[config.mk]
export PLATFORM = sky130hd
export DESIGN_NAME = dmem_write_arbiter
export DESIGN_NICKNAME = d
export VERILOG_FILES = /design/src/rtl/dmem_write_arbiter.sv
export SDC_FILE = /design/constraint.sdc
export NUM_CORES = 1
export LEC_CHECK = 0
export ABC_AREA = 1
export CAP_MARGIN = 10
export CORE_AREA = 2 2 100 102
export CTS_BUF_LIST = sky130_fd_sc_hd__clkbuf_2
export DETAILED_ROUTE_END_ITERATION = 10
export DIE_AREA = 0 0 102 104
export PLACE_DENSITY = 0.72
export SKIP_LAST_GASP = 1
export SYNTH_ARGS = -nofsm -noshare
export SYNTH_HDL_FRONTEND = slang
export SYNTH_SLANG_ARGS = --single-unit
[constraint.sdc]
create_clock -name clk -period 1.41 [get_ports clk]
set_input_delay 0.282 -clock clk [delete_from_list [all_inputs] [get_ports clk]]
set_output_delay 0.282 -clock clk [all_outputs]
set_load 0.05 [all_outputs]
[src/rtl/dmem_write_arbiter.sv]
// rtl/dmem_write_arbiter.sv - data RAM write-port arbiter between core writeback and host loader
//
// Purpose: the core owns the RAM write port by default. A host request is
// served opportunistically on cycles the core does not write. A host refused
// STARVE_LIM consecutive cycles gets a forced burst of up to BURST_MAX writes
// while the core is stalled.
//
// Optional build macro: DMEM_ARB_STATS_EN adds the stall_cycles/host_writes
// saturating counters.
//
// Ports:
//   clk, rst_n                   clock, synchronous active-low reset
//   cpu_we/cpu_addr/cpu_data     core writeback request
//   cpu_stall                    core must hold pc and not write
//   host_req/host_addr/host_data host write request, held until granted
//   host_gnt                     host write committed this cycle
//   mem_we/mem_addr/mem_data     RAM write port
//   stall_cycles, host_writes    statistics (DMEM_ARB_STATS_EN only)
module dmem_write_arbiter #(
   parameter int WORD_W     = 64,
   parameter int ADDR_W     = 20,
   parameter int STARVE_LIM = 8,
   parameter int BURST_MAX  = 4
) (
   input  logic              clk,
   input  logic              rst_n,
   input  logic              cpu_we,
   input  logic [ADDR_W-1:0] cpu_addr,
   input  logic [WORD_W-1:0] cpu_data,
   output logic              cpu_stall,
   input  logic              host_req,
   input  logic [ADDR_W-1:0] host_addr,
   input  logic [WORD_W-1:0] host_data,
   output logic              host_gnt,
   output logic              mem_we,
   output logic [ADDR_W-1:0] mem_addr,
   output logic [WORD_W-1:0] mem_data
`ifdef DMEM_ARB_STATS_EN
   ,
   output logic [31:0]       stall_cycles,
   output logic [31:0]       host_writes
`endif
);

   localparam int WCW = $clog2(STARVE_LIM + 1);
   localparam int BCW = $clog2(BURST_MAX + 1);
   localparam logic [WCW-1:0] WAIT_LIM  = WCW'(STARVE_LIM);
   localparam logic [BCW-1:0] BURST_LIM = BCW'(BURST_MAX);

   typedef enum logic {
      S_CORE = 1'b0,
      S_HOST = 1'b1
   } state_e;

   state_e         state_q,     state_d;
   logic [WCW-1:0] wait_cnt_q,  wait_cnt_d;
   logic [BCW-1:0] burst_cnt_q, burst_cnt_d;

   always_ff @(posedge clk) begin
      if (!rst_n) begin
         state_q     <= S_CORE;
         wait_cnt_q  <= '0;
         burst_cnt_q <= '0;
      end else begin
         state_q     <= state_d;
         wait_cnt_q  <= wait_cnt_d;
         burst_cnt_q <= burst_cnt_d;
      end
   end

   always_comb begin
      state_d     = state_q;
      wait_cnt_d  = wait_cnt_q;
      burst_cnt_d = burst_cnt_q;
      mem_we      = 1'b0;
      mem_addr    = cpu_addr;
      mem_data    = cpu_data;
      host_gnt    = 1'b0;
      cpu_stall   = 1'b0;

      case (state_q)
         S_CORE: begin
            if (cpu_we) begin
               mem_we = 1'b1;
               if (host_req) begin
                  if (wait_cnt_q != WAIT_LIM) begin
                     wait_cnt_d = wait_cnt_q + WCW'(1);
                  end
                  // Decide on the updated count so the burst starts right after
                  // the STARVE_LIM-th refusal, not one cycle later.
                  if (wait_cnt_d == WAIT_LIM) begin
                     state_d     = S_HOST;
                     burst_cnt_d = '0;
                  end
               end else begin
                  wait_cnt_d = '0;
               end
            end else if (host_req) begin
               mem_we     = 1'b1;
               mem_addr   = host_addr;
               mem_data   = host_data;
               host_gnt   = 1'b1;
               wait_cnt_d = '0;
            end else begin
               wait_cnt_d = '0;
            end
         end

         S_HOST: begin
            cpu_stall = 1'b1;
            mem_addr  = host_addr;
            mem_data  = host_data;
            if (host_req) begin
               mem_we      = 1'b1;
               host_gnt    = 1'b1;
               burst_cnt_d = burst_cnt_q + BCW'(1);
               if (burst_cnt_d == BURST_LIM) begin
                  state_d    = S_CORE;
                  wait_cnt_d = '0;
               end
            end else begin
               state_d    = S_CORE;
               wait_cnt_d = '0;
            end
         end

         default: begin
            state_d = S_CORE;
         end
      endcase

      // Reset suppresses every side effect in the same cycle it is seen.
      if (!rst_n) begin
         mem_we    = 1'b0;
         host_gnt  = 1'b0;
         cpu_stall = 1'b0;
      end
   end

`ifdef DMEM_ARB_STATS_EN
   logic [31:0] stall_cycles_q;
   logic [31:0] host_writes_q;

   always_ff @(posedge clk) begin
      if (!rst_n) begin
         stall_cycles_q <= '0;
         host_writes_q  <= '0;
      end else begin
         if (cpu_stall && (stall_cycles_q != 32'hFFFF_FFFF)) begin
            stall_cycles_q <= stall_cycles_q + 32'd1;
         end
         if (host_gnt && (host_writes_q != 32'hFFFF_FFFF)) begin
            host_writes_q <= host_writes_q + 32'd1;
         end
      end
   end

   assign stall_cycles = stall_cycles_q;
   assign host_writes  = host_writes_q;
`else
   // Statistics counters are not built.
`endif

endmodule
==> results.cfg <==
[drt]
dr.pass1.iters = 6
totalWireLength_um = 10000
wl_per_cell_um = 17.3
ant_nets = 0
via_count = 2423
drc = 0
first_iter_violations = 54
viasPerCell = 4.17

[power]
power_density_nw_per_um2 = 514
p_int_mw = 1.48
clock_power_share_pct = 5.3
switchingPower_mw = 1.16
ir_drop_mv = 0.276
seqPwrFrac_pct = 8.6
comb_power_share_pct = 86.1
total_power_mw = 2.65
switching_share_pct = 44.0
p_leak_nw = 2.32

[synthesis]
synth_edf_count = 0
yosysMostFrequentCell = mux2_4
synthFlopType = dfxtp_1
netlist_area_sq_um = 1820
yosys_warnings = 0
synthDistinctLibCells = 18
seq_area_frac_synth_pct = 8.80
ys_top_cells_by_count = 60 x mux2_4, 25 x nand2_1, 24 x mux2_2
synth.net_count = 344
syn_area_per_cell_sq_um = 10.8
synth.area.top_cells = mux2_4 49%, mux2_2 15%, dfxtp_1 8.8%, buf_12 7.7%, nand2_1 5.2%
syn_inst = 168
yosysTopAreaCell = mux2_4
async_flop_share_pct = 0
netlist.area_leader.share_pct = 49.5
synth-seq-cells = 8

[setup_path]
max_stage_delay_ns = 0.35
startpoint = state_q$_SDFF_PN0_
cpMaxStageDelayCell = dfxtp_2
cp.required_ns = 1.13
crit_family = buffers and inverters
end_kind = primary output
cp_data_arrival_time_ns = 1.59
cp_common_cell = buf_12
crit_chain = inv_2 -> o21ai_4 -> buf_12 -> buf_12 -> buf_8 -> mux2_4 -> buf_6
crit_fanout = 6
start_kind = register
r2r_start = wait_cnt_q[1]$_SDFFE_PN0P_
cp_num_buf_inv = 5
crit_type = register to primary output

[placement]
numPortBuffers = 258
dp_cells = 571
hpwl_um = 8230
placed_area_sq_um = 4610
place_congestion = 0.885

[grt]
grt_max_degree = 14
grt_pass1_wl_um = 14600
antenna_found_initial = 1
grt_use_total_pct = 17.6
use_met2_pct = 33.5
grt_overflow = 0
grt_pass1_vias = 2725
use_met1_pct = 18.3
use_met3_pct = 5.85
grt_most_used_layer = met2

[clock_tree]
cts_buffers = 3
h-tree-depth = 1
cts.sinks = 8
clk_pin_slew_ns = 0.08
ctsLongestPathBuffers = 2
insertion_delay_ns = 0.24
root_buffer = clkbuf_2
cts_tree = built

[layout]
finalNonFillerCells = 581
diodes = 0
syn_to_final_growth_pct = 183
fin_area_sq_um = 5150
nets = 626
layout-drive-gt1-share_pct = 48.7
fin_util_pct = 54.0

[sta]
fin_crit_sh_pct = 133
final.setup.tns_ns = -32.99
fin_ws_ns = -0.463
fin_skew_ns = 0.00578
min_period_ns = 1.87
relSlewSlack_pct = 76.9
fmax_mhz = 534
final_hold_viol_count = 0
setup_viol = 84
worst_pin_slew_ns = 0.346
rsz0062_at_grt = yes
drv_slew = 0

[floorplanning]
fp-row-count = 36
io-pin-count = 259
die_width_um = 102
die_h_um = 104
start_util_pct = 19.1
placeableCoreArea_sq_um = 9550
die_area_sq_um = 10600

[job]
cap_violations = 0

[worst_hold_path]
hp-start = burst_cnt_q[2]$_SDFFE_PN0P_
min_path_type = register to register

[outcome]
violations = negative setup slack
status = finished with violations
flip-flops by register name, summed over array words and instances (netlist names):
name,count
burst_cnt_q,3
wait_cnt_q,4
state_q,1
cell type report:
class                           count  area (sq um)
Fill cell                         873          4400
Timing Repair Buffer              286          3160
Multi-Input combinational cell    139          1590
Tap cell                          133           166
Sequential cell                     8           165
Inverter                           12          57.6
Clock buffer                        3          15.0
through the flow:
| stage | hold slack, ns | setup WS, ns |
|---|---|---|
| after floorplan | 0.440 | -0.0374 |
| final | 0.493 | -0.463 |
| after detailed placement | 0.494 | -0.898 |
| after global routing | 0.521 | -0.549 |
| after global placement | 0.467 | -0.849 |
| after CTS | 0.500 | -0.484 |
logic make-up (layout without fill, tap and decap cells):
| group | Yosys count | after routing | synth area share, % |
|---|---|---|---|
| compound gates | 11 | 11 | 3.64 |
| xor+xnor | 1 | 1 | 0.481 |
| fa+ha+maj | 4 | 4 | 2.75 |
| flops | 8 | 8 | 8.80 |
| simple gates | 39 | 39 | 9.00 |
| mux | 84 | 84 | 64.3 |
| buf+inv | 21 | 301 | 11.0 |
layout by cell type, fill, tap and decap left out, types with 2 or more instances in the layout:
cell type / netlist / routed
clkdlybuf4s50_1: 0 / 168
mux2_4: 60 / 83
buf_6: 0 / 53
buf_4: 2 / 24
nand2_1: 25 / 22
buf_8: 0 / 19
buf_12: 7 / 17
inv_1: 11 / 10
a21oi_1: 7 / 6
dfxtp_1: 8 / 6
nand3_1: 6 / 5
nand2_2: 0 / 3
o21ai_0: 3 / 3
ha_1: 4 / 3
clkbuf_2: 0 / 3
nor2_1: 4 / 2
nand4_1: 2 / 2
nor2_4: 0 / 2
buf_16: 0 / 2
power groups by stage:
stage | logic [mW] | registers, mW | clock network, mW
final | 2.28 | 0.228 | 0.140
after detailed placement | 2.05 | 0.235 | 0
after CTS | 2.28 | 0.230 | 0.146
after global placement | 2.04 | 0.235 | 0
after floorplan | 1.16 | 0.234 | 0
after global routing | 2.36 | 0.229 | 0.157
worst paths after layout:
check / endpoint / slack (ns) / cells after the start
worst max-delay path: mem_data[33] / -0.46 / 7
worst min-delay path: burst_cnt_q[2]$_SDFFE_PN0P_ / 0.49 / 2
worst max register to register: burst_cnt_q[1]$_SDFFE_PN0P_ / 0.08 / 9
worst min register to register: burst_cnt_q[2]$_SDFFE_PN0P_ / 0.49 / 2
repair_timing:
item | CTS | global route
endpoints found under the hold margin | 0 | 0
gates resized for setup | 112 | 14
hold buffers | 0 | 0
endpoints found under the setup margin | 93 | 90
cloned | 2 | 0
pin swaps | 1 | 3
buffers inserted | 5 | 0
worst reg2reg max path, cell delays in order, from the launching register on:
cell     delay [ns]
dfxtp_1        0.36
inv_1          0.09
ha_2           0.19
nand3_1        0.09
nand2_1        0.09
nand2_2        0.07
nor2_4         0.12
nand3_2        0.07
nand2_2        0.07
o21ai_0        0.07
metal layers:
| metal | share of wire [%] | routed length (um) |
|---|---|---|
| met3 | 11 | 1100 |
| met5 | 0.13 | 13 |
| met4 | 2.3 | 229 |
| met2 | 52 | 5170 |
| met1 | 35 | 3520 |
(Power assumes the default switching activity.)
